**src/rtl/csr_uart_tx_pkg.sv**
```systemverilog
`default_nettype none
// ============================================================================
// Package : csr_uart_tx_pkg
// Brief   : Shared CSR modify codes, UART register address, status bit
//           positions and serialiser state encoding for csr_uart_tx.
// Rev     : 1.0 - initial release
// ============================================================================
package csr_uart_tx_pkg;

    localparam logic [2:0] CSR_MOD_NONE  = 3'd0;
    localparam logic [2:0] CSR_MOD_WRITE = 3'd1;
    localparam logic [2:0] CSR_MOD_SET   = 3'd2;
    localparam logic [2:0] CSR_MOD_CLEAR = 3'd3;

    localparam logic [11:0] CSR_UART = 12'hBC0;

    localparam int STAT_FULL   = 8;
    localparam int STAT_OVF    = 9;
    localparam int STAT_BUSY   = 10;
    localparam int STAT_IRQ_EN = 11;

    typedef enum logic [1:0] {
        UART_IDLE  = 2'd0,
        UART_START = 2'd1,
        UART_DATA  = 2'd2,
        UART_STOP  = 2'd3
    } uart_state_e;

endpackage : csr_uart_tx_pkg
`default_nettype wire

```
**src/rtl/csr_uart_tx_sync_fifo.sv**
```systemverilog
`default_nettype none
// ============================================================================
// Module : csr_uart_tx_sync_fifo
// Brief  : Single-clock FIFO with extra-MSB pointers; full is evaluated
//          before a same-cycle pop, so a push into a full FIFO is refused.
// Rev    : 1.0 - initial release
// ============================================================================
module csr_uart_tx_sync_fifo #(
    parameter int DEPTH = 8,
    parameter int WIDTH = 8
) (
    input  logic                     clk,
    input  logic                     rstn,
    input  logic                     i_push,
    input  logic [WIDTH-1:0]         i_din,
    input  logic                     i_pop,
    output logic [WIDTH-1:0]         o_dout,
    output logic                     o_full,
    output logic                     o_empty,
    output logic [$clog2(DEPTH):0]   o_level
);

    localparam int c_aw = $clog2(DEPTH);

    logic [c_aw:0]      r_wr_ptr;
    logic [c_aw:0]      r_rd_ptr;
    logic [WIDTH-1:0]   r_mem [DEPTH];
    logic               w_do_push;
    logic               w_do_pop;

    assign o_empty   = (r_wr_ptr == r_rd_ptr);
    assign o_full    = (r_wr_ptr[c_aw] != r_rd_ptr[c_aw]) &&
                       (r_wr_ptr[c_aw-1:0] == r_rd_ptr[c_aw-1:0]);
    assign o_level   = r_wr_ptr - r_rd_ptr;
    assign o_dout    = r_mem[r_rd_ptr[c_aw-1:0]];
    assign w_do_push = i_push & ~o_full;
    assign w_do_pop  = i_pop & ~o_empty;

    always_ff @(posedge clk or negedge rstn) begin
        if (!rstn) begin
            r_wr_ptr <= '0;
            r_rd_ptr <= '0;
        end else begin
            if (w_do_push) r_wr_ptr <= r_wr_ptr + 1'b1;
            if (w_do_pop)  r_rd_ptr <= r_rd_ptr + 1'b1;
        end
    end

    // Storage needs no reset: the pointers alone define which entries are live.
    always_ff @(posedge clk) begin
        if (w_do_push) r_mem[r_wr_ptr[c_aw-1:0]] <= i_din;
    end

endmodule : csr_uart_tx_sync_fifo
`default_nettype wire

```
**src/rtl/csr_uart_tx.sv**
```systemverilog
`default_nettype none
// ============================================================================
// Module : csr_uart_tx
// Brief  : CSR-mapped 8N1 UART transmitter with byte FIFO and baud divider.
//          Optional macro CSR_UART_IRQ_EN adds a TX-empty interrupt.
// Rev    : 1.0 - initial release
// ============================================================================
module csr_uart_tx
    import csr_uart_tx_pkg::*;
#(
    parameter logic [11:0] BASE_ADDR = CSR_UART,
    parameter int          CLK_DIV   = 104,
    parameter int          DEPTH     = 8
) (
    input  logic        clk,
    input  logic        rstn,
    input  logic        read,
    input  logic [2:0]  modify,
    input  logic [31:0] wdata,
    input  logic [11:0] addr,
    output logic [31:0] rdata,
    output logic        valid,
    output logic        tx,
    output logic        irq
);

    localparam int          c_lvl_w    = $clog2(DEPTH) + 1;
    localparam logic [15:0] c_div_last = 16'(CLK_DIV - 1);

    logic               r_sel;
    logic               r_rd;
    logic               r_ovf;
    uart_state_e        r_state;
    uart_state_e        w_state_nxt;
    logic [15:0]        r_div;
    logic [15:0]        w_div_nxt;
    logic [2:0]         r_bit;
    logic [2:0]         w_bit_nxt;
    logic [7:0]         r_shift;
    logic [7:0]         w_shift_nxt;
    logic               w_tx;
    logic               w_pop;
    logic               w_wr;
    logic               w_clr;
    logic               w_push;
    logic               w_full;
    logic               w_empty;
    logic               w_busy;
    logic               w_irq_en;
    logic [7:0]         w_fifo_dout;
    logic [c_lvl_w-1:0] w_level;
    logic [31:0]        w_status;
    logic               w_unused_wdata;

    always_ff @(posedge clk or negedge rstn) begin
        if (!rstn) begin
            r_sel <= 1'b0;
            r_rd  <= 1'b0;
        end else begin
            r_sel <= (addr == BASE_ADDR);
            r_rd  <= read & (addr == BASE_ADDR);
        end
    end

    assign w_wr   = r_sel & (modify == CSR_MOD_WRITE);
    assign w_clr  = r_sel & (modify == CSR_MOD_CLEAR);
    assign w_push = w_wr & ~w_full;

    always_ff @(posedge clk or negedge rstn) begin
        if (!rstn) begin
            r_ovf <= 1'b0;
        end else if (w_clr & wdata[STAT_OVF]) begin
            r_ovf <= 1'b0;
        end else if (w_wr & w_full) begin
            r_ovf <= 1'b1;
        end
    end

    csr_uart_tx_sync_fifo #(
        .DEPTH (DEPTH),
        .WIDTH (8)
    ) u_fifo (
        .clk     (clk),
        .rstn    (rstn),
        .i_push  (w_push),
        .i_din   (wdata[7:0]),
        .i_pop   (w_pop),
        .o_dout  (w_fifo_dout),
        .o_full  (w_full),
        .o_empty (w_empty),
        .o_level (w_level)
    );

    always_ff @(posedge clk or negedge rstn) begin
        if (!rstn) begin
            r_state <= UART_IDLE;
            r_div   <= '0;
            r_bit   <= '0;
            r_shift <= '0;
        end else begin
            r_state <= w_state_nxt;
            r_div   <= w_div_nxt;
            r_bit   <= w_bit_nxt;
            r_shift <= w_shift_nxt;
        end
    end

    // Every bit period ends when the divider reaches CLK_DIV-1; IDLE pops
    // immediately so back-to-back frames are separated by one idle cycle.
    always_comb begin
        w_state_nxt = r_state;
        w_div_nxt   = r_div;
        w_bit_nxt   = r_bit;
        w_shift_nxt = r_shift;
        w_pop       = 1'b0;
        w_tx        = 1'b1;
        case (r_state)
            UART_IDLE: begin
                if (!w_empty) begin
                    w_pop       = 1'b1;
                    w_shift_nxt = w_fifo_dout;
                    w_div_nxt   = '0;
                    w_state_nxt = UART_START;
                end
            end
            UART_START: begin
                w_tx = 1'b0;
                if (r_div == c_div_last) begin
                    w_div_nxt   = '0;
                    w_bit_nxt   = '0;
                    w_state_nxt = UART_DATA;
                end else begin
                    w_div_nxt = r_div + 16'd1;
                end
            end
            UART_DATA: begin
                w_tx = r_shift[0];
                if (r_div == c_div_last) begin
                    w_div_nxt = '0;
                    if (r_bit == 3'd7) begin
                        w_state_nxt = UART_STOP;
                    end else begin
                        w_bit_nxt   = r_bit + 3'd1;
                        w_shift_nxt = {1'b0, r_shift[7:1]};
                    end
                end else begin
                    w_div_nxt = r_div + 16'd1;
                end
            end
            UART_STOP: begin
                if (r_div == c_div_last) begin
                    w_div_nxt   = '0;
                    w_state_nxt = UART_IDLE;
                end else begin
                    w_div_nxt = r_div + 16'd1;
                end
            end
            default: begin
                w_state_nxt = UART_IDLE;
            end
        endcase
    end

    assign tx     = w_tx;
    assign w_busy = (r_state != UART_IDLE) | ~w_empty;

`ifdef CSR_UART_IRQ_EN
    logic r_irq_en;
    logic r_irq;
    logic w_set;

    assign w_set = r_sel & (modify == CSR_MOD_SET);

    // A plain write rewrites the whole register, so bit 11 low disables.
    always_ff @(posedge clk or negedge rstn) begin
        if (!rstn) begin
            r_irq_en <= 1'b0;
            r_irq    <= 1'b0;
        end else begin
            if ((w_clr & wdata[STAT_IRQ_EN]) | (w_wr & ~wdata[STAT_IRQ_EN])) begin
                r_irq_en <= 1'b0;
            end else if (w_set & wdata[STAT_IRQ_EN]) begin
                r_irq_en <= 1'b1;
            end
            r_irq <= w_empty & (r_state == UART_IDLE) & r_irq_en;
        end
    end

    assign irq            = r_irq;
    assign w_irq_en       = r_irq_en;
    assign w_unused_wdata = ^{wdata[31:12], wdata[10], wdata[8]};
`else
    assign irq            = 1'b0;
    assign w_irq_en       = 1'b0;
    assign w_unused_wdata = ^{wdata[31:10], wdata[8]};
`endif

    always_comb begin
        w_status              = '0;
        w_status[7:0]         = 8'(w_level);
        w_status[STAT_FULL]   = w_full;
        w_status[STAT_OVF]    = r_ovf;
        w_status[STAT_BUSY]   = w_busy;
        w_status[STAT_IRQ_EN] = w_irq_en;
    end

    assign valid = r_rd;
    assign rdata = r_rd ? w_status : 32'd0;

endmodule : csr_uart_tx
`default_nettype wire

```
**config.mk**
```make
export PLATFORM = sky130hd
export DESIGN_NAME = csr_uart_tx
export DESIGN_NICKNAME = d
export VERILOG_FILES = /design/src/rtl/csr_uart_tx_pkg.sv /design/src/rtl/csr_uart_tx_sync_fifo.sv /design/src/rtl/csr_uart_tx.sv
export SDC_FILE = /design/constraint.sdc
export NUM_CORES = 1
export LEC_CHECK = 0
export ABC_CLOCK_PERIOD_IN_PS = 3050
export CORE_AREA = 4 4 108 110
export CTS_CLUSTER_SIZE = 16
export DETAILED_ROUTE_END_ITERATION = 12
export DIE_AREA = 0 0 112 114
export PLACE_DENSITY = 0.75
export SLEW_MARGIN = 20
export SYNTH_ARGS = -nofsm -noshare
export SYNTH_HDL_FRONTEND = slang
export SYNTH_SLANG_ARGS = --single-unit
```
**constraint.sdc**
```tcl
create_clock -name clk -period 3.05 [get_ports clk]
set_input_delay 0.4575 -clock clk [delete_from_list [all_inputs] [get_ports clk]]
set_output_delay 0.4575 -clock clk [all_outputs]
set_load 0.1 [all_outputs]
```
### After elaboration in Yosys (flattened, before gate mapping)

Memory sizes are Yosys's and may differ from the RTL's.
Cells that the tools add are included.

* bitwise gates (word level): 11
* reductions and logical operators: 10
* mux-type cells: 25
* equal/unequal tests: 17
* $add $sub $neg: 5

Operators by type and width (number)
* $mux 16: 2
* $pmux 16 s2: 1
* $mux 8: 3
* $add 16x1->16 const B: 1
* $eq 16x7->1 const B: 1
* $pmux 8 s2: 1
* $eq 12x12->1 const B: 1
* $ne 2x2->1 const B: 6
* $mux 11: 1
* $mux 2: 5
* $mux 3: 3
* $add 4x1->4 const B: 2
* $and 1x1->1: 8
* $pmux 2 s4: 1
* $reduce_and 4->1: 2
* $reduce_bool 2->1: 4
* $mux 1: 6
* $pmux 3 s2: 1
* $reduce_and 5->1: 1
* $eq 2x2->1 const B: 2
* $eq 4x4->1: 1
* $sub 4x4->4: 1
* $add 3x1->3 const B: 1
* $eq 3x1->1 const B: 1
* other kinds (11): 12

* bits in writable memories: 64
* register bits: 40
* output and inout port bits: 35
* memories: 1

Memories
* u_fifo.r_mem: words 8, bits a word 8, rd ports 1, clocked after Yosys merged registers in 0, wr ports 1, RTL line csr_uart_tx_sync_fifo.sv:27 `logic [WIDTH-1:0] r_mem [DEPTH];`

### Depth between registers and ports, before layout

Gate-level depths: netlist (run 1).

* word-level depth: 7
* mapped depth: 9
* gate-level depth less buffers: 6

### Cells and area by module

From an unflattened synthesis (run 1), not the netlist that was laid out.

* cell total of the unflattened synthesis: 422
* area, all modules: 5276.3 µm²

Modules (own cells, without submodules)
* csr_uart_tx_sync_fifo: area an instance 2990.4 µm², instances 1, cells an instance 167
* csr_uart_tx: area an instance 2285.9 µm², instances 1, cells an instance 255

### Worst setup path before layout (run 1)

OpenSTA, ideal clock, no wires.

* kind: register to output
* from: reg u_fifo.r_rd_ptr[2]
* to: out rdata[3]
* slack: -1.000 ns
* required time: 2.592 ns
* stages on the path, launching flop included: 8
* buffers on the path: 2
* arrival time: 3.592 ns
* cell sequence: dfrtp_1 -> clkbuf_1 -> buf_2 -> inv_1 -> ha_1 -> o21ai_0 -> and3_2 -> nor3_1

* longest elaborated chain between the ends: 2

Ends and longest elaborated chain
* start, declared: RTL line csr_uart_tx_sync_fifo.sv:26 `logic [c_aw:0] r_rd_ptr;`
* start signal, assigned: RTL line csr_uart_tx_sync_fifo.sv:45 `if (w_do_pop) r_rd_ptr <= r_rd_ptr + 1'b1;`
* $sub 4x4->4: RTL line csr_uart_tx_sync_fifo.sv:34 `assign o_level = r_wr_ptr - r_rd_ptr;`
* $mux 11: RTL line csr_uart_tx.sv:208 `assign rdata = r_rd ? w_status : 32'd0;`
* end, declared: RTL line csr_uart_tx.sv:21 `output logic [31:0] rdata,`

No other way between the ends.

### Final worst setup path (run 1)

* from: reg u_fifo.r_rd_ptr[1]
* to: out rdata[10]

* longest elaborated chain between the ends: 4

Ends and longest elaborated chain
* $eq 4x4->1: RTL line csr_uart_tx_sync_fifo.sv:31 `assign o_empty = (r_wr_ptr == r_rd_ptr);`
* $not 1->1: RTL line csr_uart_tx.sv:165 `assign w_busy = (r_state != UART_IDLE) | ~w_empty;`
* $or 1x1->1: RTL line csr_uart_tx.sv:165
* $mux 11: RTL line csr_uart_tx.sv:208

No other way between the ends.

==> impl_metrics.json, run 1 <==
{
  "crit_path_max_incr_delay_ps": 480,
  "synth_top_flop_cell": "edfxtp_1",
  "wl_per_cell_um": 17.6,
  "crit_chain": "inv_2 -> ha_1 -> nand4_1 -> nor2_1 -> nor2_2 -> buf_12",
  "n_antenna_cell": 0,
  "dpl.hpwl_um": 6960,
  "place_area_mm2": 0.00553,
  "synth.most_common_cell": "edfxtp_1",
  "dp_slack_ps": 343,
  "clock.fmax_mhz": 357,
  "grt_pass1_vias": 3124,
  "yosysUniqueCellTypes": 65,
  "wirelength_um": 9900,
  "peakVddDrop_v": 0.000413,
  "worstRegToRegCells": 8,
  "tritoncts": "done",
  "h-tree-depth": 3,
  "drv_slew": 0,
  "synth_edf_count": 64,
  "hold_path_class": "in2async",
  "status": "completed",
  "grt.total_usage": 0.160,
  "drc": 0,
  "chipWidth_um": 112,
  "rsz0062_at_grt": "no",
  "post-route-worst-setup-slack_ps": 247,
  "crit_fanout": 10,
  "start_util": 0.469,
  "multi_input_area_mm2": 0.00190,
  "seq_area_frac_synth": 0.583,
  "gp_congestion": 0.751,
  "dr.pass1.iters": 4,
  "drive_above_1_share": 0.179,
  "insertion_delay_ps": 370,
  "cts_setup_buffers": 0,
  "io_buffers": 35,
  "ioPinCount": 85,
  "core_mm2": 0.0107,
  "cts.sinks": 104,
  "synthArstFlopShare": 0.385,
  "vias": 3150,
  "yosys-top-cells-count": "edfxtp_1 (64), dfrtp_1 (40), buf_4 (27)",
  "rows": 38,
  "synth.top_cell.area_share": 0.383,
  "syn_avg_cell_area_um2": 13.4,
  "final_nets": 483,
  "synth_top_area_cell": "edfxtp_1",
  "cts_buffers": 9,
  "ys_top_cells_by_area": "edfxtp_1 (38%), dfrtp_1 (20%), mux4_2 (7.2%), buf_4 (4.0%), ha_1 (3.2%)",
  "p_leak_nw": 2.10,
  "seq_area_mm2": 0.00292,
  "cp_data_arrival_time_ps": 2350,
  "clk_pin_slew_ps": 110,
  "setup_viol": 0,
  "cts_hold_buffers": 0,
  "cp-start-kind": "register",
  "area_growth_pct": 13.8,
  "n_fill_cell": 886,
  "power_density_mw_per_mm2": 437,
  "hold_viol_final": 0,
  "grt_pass1_wl_um": 16100,
  "syn_inst": 375,
  "cts_root_buf": "clkbuf_8",
  "via_per_inst": 5.59,
  "clockBufferDepth": 2,
  "end_kind": "primary output",
  "period_share": 0.919,
  "skew_ps": 12.1,
  "cts-resized-gates": 0,
  "max_slew_margin": 0.380,
  "antenna_found_initial": 0,
  "ys_warn_count": 0,
  "cpMaxStageDelayCell": "dfrtp_1",
  "chipHeight_um": 114,
  "synth_area_mm2": 0.00502,
  "final_area_mm2": 0.00571,
  "drt_iter0_drc": 169,
  "grt_overflow": 0,
  "critPathKind": "reg2out",
  "ys_ff_latch": 104,
  "fin_crit_ps": 2800,
  "max_cap_violations": 0,
  "postRouteAntennaNets": 0,
  "crit_required_ps": 2590,
  "final_core_util": 0.534,
  "worstMarginPinSlew_ps": 930,
  "die_area_mm2": 0.0128,
  "grt_max_degree": 41
}
flip-flops by register name, summed over array words and instances, names as in the netlist:
name             cells
r_ovf                1
u_fifo.r_wr_ptr      4
valid                1
r_state              2
u_fifo.r_mem        64
r_div               16
r_sel                1
r_shift              8
u_fifo.r_rd_ptr      4
r_bit                3
final timing paths:
kind	endpoint	slack (ps)	start
max in group asynchronous	r_div[3]$_DFFE_PN0N_	2240	rstn
hold / removal	r_state[1]$_DFFE_PN0P_	210	rstn
min in group clk	r_shift[7]$_DFFE_PN0P_	510	r_shift[7]$_DFFE_PN0P_
setup reg to reg	u_fifo.r_mem[4][1]$_DFFE_PP_	380	u_fifo.r_rd_ptr[1]$_DFFE_PN0P_
hold reg to reg	r_shift[7]$_DFFE_PN0P_	510	r_shift[7]$_DFFE_PN0P_
setup / recovery	rdata[10]	250	u_fifo.r_rd_ptr[1]$_DFFE_PN0P_
layout by cell type (no fill, tap or decap), types with 11 or more instances in the layout:
cell type	synthesis	layout
conb_1	1	26
inv_1	13	13
edfxtp_1	64	64
o21ai_0	12	11
buf_4	27	14
nor2_1	23	21
ha_1	13	13
nand2_1	18	18
mux4_2	16	16
dfrtp_1	40	40
clkdlybuf4s50_1	0	25
per-layer routing:
layer,share of wire,wire length (um),GRT usage,vias up
met1,0.42,4120,0.205,1592
met4,0.0090,89,0.0377,0
li1,-,-,-,1480
met5,0,0,0,-
met2,0.53,5260,0.281,69
met3,0.043,426,0.0334,9
area by class of cell:
cell class,count,area share
well taps,140,0.0307
clock inverters,6,0.00986
inverters,14,0.00920
clock buffers,10,0.0223
multi-input cells,244,0.332
flip-flops and latches,104,0.512
repair buffers,46,0.0841
per-stage QoR:
step / TNS [ps] / cells / hold WS (ps) / total power [mW]
3_5_place_dp: 0 / 548 / 475 / 1.72
4_1_cts: 0 / 564 / 240 / 2.52
5_1_grt: 0 / 564 / 292 / 2.59
2_1_floorplan: -139 / 400 / 162 / 1.69
6_report: 0 / 564 / 210 / 2.50
3_3_place_gp: 0 / 548 / 474 / 1.72
power by group:
| group | internal, mW | leakage, nW | total (mW) | switching [mW] |
|---|---|---|---|---|
| Combinational | 0.0297 | 0.914 | 0.193 | 0.164 |
| Sequential | 1.50 | 1.09 | 1.50 | 0.000172 |
| Clock | 0.316 | 0.0913 | 0.809 | 0.493 |
| Total | 1.84 | 2.10 | 2.50 | 0.657 |
kinds of logic after synthesis:
group / count (synthesis) / synth area share
AO/OA/AOI/OAI: 67 / 0.0958
XOR/XNOR: 13 / 0.0242
adder cells (fa/ha/maj): 14 / 0.0364
buffers and inverters: 52 / 0.0621
flip-flops: 104 / 0.583
multiplexers: 25 / 0.0915
other: 1 / 0.000747
AND/OR/NAND/NOR: 99 / 0.107
critical path, delay by kind of cell, from the launching register on:
| kind | cells | cell delay (ps) |
|---|---|---|
| flip-flops | 1 | 480 |
| adder cells (fa/ha/maj) | 1 | 370 |
| buffers and inverters | 2 | 360 |
| AND/OR/NAND/NOR | 3 | 770 |
(Power assumes the default switching activity.)
==> inputs of run 2 (changes only) <==
--- a/config.mk
+++ b/config.mk
@@ -6,11 +6,12 @@
 export NUM_CORES = 1
 export LEC_CHECK = 0
 export ABC_CLOCK_PERIOD_IN_PS = 3050
-export CORE_AREA = 4 4 108 110
+export CORE_AREA = 4 4 99 101
 export CTS_CLUSTER_SIZE = 16
 export DETAILED_ROUTE_END_ITERATION = 12
-export DIE_AREA = 0 0 112 114
-export PLACE_DENSITY = 0.75
+export DIE_AREA = 0 0 103 105
+export DONT_BUFFER_PORTS = 1
+export PLACE_DENSITY = 0.74
 export SLEW_MARGIN = 20
 export SYNTH_ARGS = -nofsm -noshare
 export SYNTH_HDL_FRONTEND = slang
==> constraint.sdc (replaced) <==
create_clock -name clk -period 3.05 [get_ports clk]
set_input_delay 0.4575 -clock clk [delete_from_list [all_inputs] [get_ports clk]]
set_output_delay 0.4575 -clock clk [all_outputs]
set_load 0.05 [all_outputs]
==> impl_metrics.json, run 2 (same netlist as run 1, synthesis figures left out) <==
{
  "rows": 35,
  "ioPinCount": 85,
  "cts-resized-gates": 0,
  "final_core_util": 0.596,
  "dpl.cell_count": 492,
  "hold_path_class": "in2reg",
  "skew_ps": 23.0,
  "vias": 3001,
  "setup_tns_ps": 0,
  "grt.total_usage": 0.183,
  "clockBufferDepth": 2,
  "whs_ps": 179,
  "grt_pass1_wl_um": 15400,
  "clk_pin_slew_ps": 120,
  "crit_fanout": 10,
  "io_buffers": 0,
  "dr.pass1.iters": 4,
  "period_share": 0.920,
  "worstMarginPinSlew_ps": 643,
  "share_comb_of_total_power": 0.036,
  "status": "completed",
  "tritoncts": "done",
  "cts.sinks": 104,
  "drv_slew": 0,
  "setup_viol": 0,
  "grt_overflow": 0,
  "cts_setup_buffers": 0,
  "p_leak_nw": 2.00,
  "max_cap_violations": 0,
  "hold_viol_final": 0,
  "fin_cells": 510,
  "final_cell_mix": "edfxtp_1 (64), dfrtp_1 (40), conb_1 (26)",
  "final_nets": 458,
  "chipWidth_um": 103,
  "intPower_mw": 1.83,
  "clock.fmax_mhz": 356,
  "chipHeight_um": 105,
  "rsz0062_at_grt": "no",
  "p_sw_mw": 0.607,
  "drive_above_1_share": 0.185,
  "final_common_cell": "edfxtp_1",
  "cts_hold_buffers": 2,
  "peakVddDrop_v": 0.000362,
  "n_fill_cell": 684,
  "power.share.clock": 0.350,
  "via_per_inst": 5.88,
  "dpl.hpwl_um": 6500,
  "die_area_mm2": 0.0108,
  "insertion_delay_ps": 360,
  "pwr-share-seq": 0.614,
  "crit_required_ps": 2590,
  "postRouteAntennaNets": 0,
  "wl_per_cell_um": 18.7,
  "start_util": 0.556,
  "n_antenna_cell": 0,
  "largest_reg_flops": 64,
  "drt_iter0_drc": 148,
  "grt_pass1_vias": 2980,
  "cts_root_buf": "clkbuf_8",
  "core_mm2": 0.00902,
  "drc": 0,
  "cts_buffers": 9,
  "max_slew_margin": 0.568,
  "antenna_found_initial": 0,
  "gp_congestion": 0.851,
  "end_kind": "primary output",
  "cp_data_arrival_time_ps": 2350,
  "critPathKind": "reg2out",
  "fin_crit_ps": 2810,
  "area_growth_pct": 7.21,
  "wirelength_um": 9510,
  "p_sw_frac": 0.249,
  "grt_max_degree": 41,
  "h-tree-depth": 3,
  "power_density_mw_per_mm2": 453,
  "cp-start-kind": "register"
}
run 2: cell types whose count changed in the layout (fill, tap and decap cells not counted), sizes merged:
cell,previous run,this run
clkdlybuf4s50,25,0
clkinv,1,3
buf,21,20
clkbuf,10,9
clkinvlp,1,0
dlygate4sd3,0,1
run 2: worst max-delay path, cell delays in order (launching register included):
cell,delay [ps]
dfrtp_1,490
inv_2,180
ha_1,360
nand4_1,290
nor2_1,380
nor2_1,80
buf_4,200
run 2: layout make-up:
class                   instances  area, um^2  area share
clock buffers                   9         124      0.0230
clock inverters                 7        76.3      0.0142
repair buffers                 21         173      0.0321
multi-input cells             244        1890       0.352
flip-flops and latches        104        2920       0.543
inverters                      14        52.6     0.00977
well taps                     111         139      0.0258
run 2: power groups by stage:
| stage | clock (mW) | combinational, mW | sequential (mW) |
|---|---|---|---|
| after global placement | 0 | 0.0713 | 1.53 |
| after floorplan | 0 | 0.0974 | 1.53 |
| after CTS | 0.877 | 0.0868 | 1.50 |
| final | 0.852 | 0.0869 | 1.50 |
| after detailed placement | 0 | 0.0715 | 1.53 |
| after global routing | 0.936 | 0.0923 | 1.50 |
run 2: metal layers:
layer	vias to the layer above	wire, um	GRT usage
li1	1422	-	-
met1	1501	4110	0.252
met2	68	4920	0.298
met3	10	397	0.0374
met4	0	92	0.0472
met5	-	0	0
run 2: through the flow:
step                      total power [mW]  setup slack (ps)  area, um^2
after global routing                  2.52              71.4        5380
after global placement                1.60               490        5150
after detailed placement              1.60               426        5150
after CTS                             2.46               245        5380
after floorplan                       1.62               129        5120
final                                 2.44               244        5380
run 2: final timing paths:
check                                          startpoint                      endpoint  slack, ps  cells past startpoint
setup / recovery           u_fifo.r_rd_ptr[1]$_DFFE_PN0P_                     rdata[10]        240                      6
hold / removal                                   wdata[2]  u_fifo.r_mem[1][2]$_DFFE_PP_        180                      0
setup reg to reg           u_fifo.r_rd_ptr[1]$_DFFE_PN0P_  u_fifo.r_mem[5][5]$_DFFE_PP_        400                      8
hold reg to reg                    r_shift[7]$_DFFE_PN0P_        r_shift[7]$_DFFE_PN0P_        510                      1
max in group asynchronous                            rstn        r_shift[6]$_DFFE_PN0P_       2250                      2
min in group asynchronous                            rstn         r_div[15]$_DFFE_PN0N_        580                      2
==> inputs of run 3 (changes only) <==
--- a/config.mk
+++ b/config.mk
@@ -6,12 +6,14 @@
 export NUM_CORES = 1
 export LEC_CHECK = 0
 export ABC_CLOCK_PERIOD_IN_PS = 3050
-export CORE_AREA = 4 4 99 101
+export CELL_PAD_IN_SITES_DETAIL_PLACEMENT = 0
+export CELL_PAD_IN_SITES_GLOBAL_PLACEMENT = 1
+export CORE_AREA = 4 4 110 112
 export CTS_CLUSTER_SIZE = 16
 export DETAILED_ROUTE_END_ITERATION = 12
-export DIE_AREA = 0 0 103 105
+export DIE_AREA = 0 0 114 116
 export DONT_BUFFER_PORTS = 1
-export PLACE_DENSITY = 0.74
+export PLACE_DENSITY_LB_ADDON = 0.1
 export SLEW_MARGIN = 20
 export SYNTH_ARGS = -nofsm -noshare
 export SYNTH_HDL_FRONTEND = slang
==> constraint.sdc (replaced) <==
create_clock -name clk -period 3.05 [get_ports clk]
set_input_delay 0.7625 -clock clk [delete_from_list [all_inputs] [get_ports clk]]
set_output_delay 0.7625 -clock clk [all_outputs]
set_load 0.05 [all_outputs]
==> impl_metrics.json, run 3 (same netlist as run 1, synthesis figures left out) <==
{
  "drt_iter0_drc": 166,
  "p_leak_nw": 2.04,
  "drv_slew": 0,
  "worstMarginPinSlew_ps": 651,
  "insertion_delay_ps": 350,
  "cp-start-kind": "register",
  "gp_congestion": 0.754,
  "cts.sinks": 104,
  "grt.total_usage": 0.161,
  "clk_pin_slew_ps": 80,
  "n_antenna_cell": 0,
  "setup_tns_ps": 0,
  "top_layer": "met4",
  "drive_above_1_share": 0.197,
  "drc": 0,
  "grt_pass1_vias": 2958,
  "r2r-start": "u_fifo.r_wr_ptr[0]$_DFFE_PN0P_",
  "largest_reg_flops": 64,
  "antenna_found_initial": 0,
  "grt_max_degree": 41,
  "power_density_mw_per_mm2": 489,
  "met2_length_um": 5070,
  "period_share": 0.932,
  "fin_crit_ps": 2840,
  "end_kind": "primary output",
  "h-tree-depth": 3,
  "io_buffers": 0,
  "multi_input_area_mm2": 0.00189,
  "cts_hold_buffers": 0,
  "clockBufferDepth": 2,
  "dpl.hpwl_um": 6830,
  "tritoncts": "done",
  "crit_fanout": 6,
  "met3_length_um": 353,
  "n_fill_cell": 1012,
  "peakVddDrop_v": 0.000436,
  "wirelength_um": 9880,
  "worstRegToRegCells": 8,
  "wl_per_cell_um": 18.1,
  "chipHeight_um": 116,
  "clock.fmax_mhz": 352,
  "final_cell_mix": "edfxtp_1 (64), dfrtp_1 (39), conb_1 (26)",
  "met1_length_um": 4300,
  "status": "completed",
  "max_cap_violations": 0,
  "rows": 39,
  "worstReg2RegEnd": "u_fifo.r_mem[6][5]$_DFFE_PP_",
  "postRouteAntennaNets": 0,
  "cts_root_buf": "clkbuf_16",
  "grt_pass1_wl_um": 15900,
  "via_per_inst": 5.44,
  "whs_ps": 96.6,
  "cp_data_arrival_time_ps": 2080,
  "start_util": 0.447,
  "crit_required_ps": 2290,
  "core_mm2": 0.0112,
  "area_growth_pct": 10.2,
  "dr.pass1.iters": 4,
  "max_slew_margin": 0.564,
  "cts_buffers": 9,
  "final_common_cell": "edfxtp_1",
  "final_nets": 461,
  "vias": 2965,
  "rrSetupSlack_ps": 440,
  "ioPinCount": 85,
  "critPathKind": "reg2out",
  "chipWidth_um": 114,
  "grt_overflow": 0,
  "seq_area_mm2": 0.00292,
  "setup_viol": 0,
  "skew_ps": 9.10,
  "hold_viol_final": 0,
  "hold_path_class": "in2async",
  "dp_slack_ps": 459,
  "post-route-worst-setup-slack_ps": 206,
  "die_area_mm2": 0.0132,
  "rsz0062_at_grt": "no"
}
run 3: cell types whose count changed in the layout (fill, tap and decap cells not counted), sizes merged:
cell	before	now
inv	18	19
clkinvlp	0	2
buf	20	24
dlygate4sd3	1	0
clkinv	3	0
run 3: per-stage QoR:
stage                     utilization  std cells  total power, mW  instance area (um^2)
after floorplan                     -        400             1.62                  5130
after global placement          0.467        529             1.60                  5240
after detailed placement        0.467        529             1.60                  5240
after CTS                       0.493        545             2.74                  5530
after global routing            0.493        545             2.81                  5530
final                           0.493        545             2.70                  5530
run 3: repair_timing:
item                       in CTS  in global routing
resized for setup               0                  1
setup endpoints to repair       0                  1
setup buffers                   0                  0
run 3: critical path: stages, from the launching register on:
cell and delay [ps]:
dfrtp_2 450, inv_2 50, ha_1 330, nor2b_1 140
o21ai_0 210, a21oi_1 120, nor3_2 190, buf_4 230
run 3: final cells by class:
type / instances / share of cell area
Sequential cell: 104 / 0.529
Multi-Input combinational cell: 244 / 0.342
Inverter: 14 / 0.00950
Tap cell: 143 / 0.0323
Timing Repair Buffer: 24 / 0.0348
Clock buffer: 9 / 0.0407
Clock inverter: 7 / 0.0120
run 3: worst max path at each step:
| stage | endpoint | start | cells after the start |
|---|---|---|---|
| floorplan | rdata[10] | u_fifo.r_rd_ptr[2]$_DFFE_PN0P_ | 7 |
| global placement | u_fifo.r_mem[6][3]$_DFFE_PP_ | u_fifo.r_wr_ptr[0]$_DFFE_PN0P_ | 8 |
| detailed placement | u_fifo.r_mem[7][3]$_DFFE_PP_ | u_fifo.r_wr_ptr[0]$_DFFE_PN0P_ | 6 |
| CTS | rdata[3] | u_fifo.r_rd_ptr[1]$_DFFE_PN0P_ | 7 |
| global route | rdata[3] | u_fifo.r_rd_ptr[1]$_DFFE_PN0P_ | 7 |
| finish | rdata[3] | u_fifo.r_rd_ptr[1]$_DFFE_PN0P_ | 7 |
run 3: power by group:
group | switching [mW] | leakage (nW) | internal, mW | total, mW
clock | 0.558 | 0.138 | 0.577 | 1.14
sequential | 0.0000972 | 1.09 | 1.50 | 1.50
combinational | 0.0710 | 0.817 | 0.00143 | 0.0724
total | 0.629 | 2.04 | 2.07 | 2.70
run 3: routing by layer:
| layer | global-route usage | up-vias |
|---|---|---|
| met3 | 0.0402 | 15 |
| met1 | 0.205 | 1473 |
| met2 | 0.267 | 49 |
| met5 | 0 | - |
| met4 | 0.0586 | 0 |
| li1 | - | 1428 |
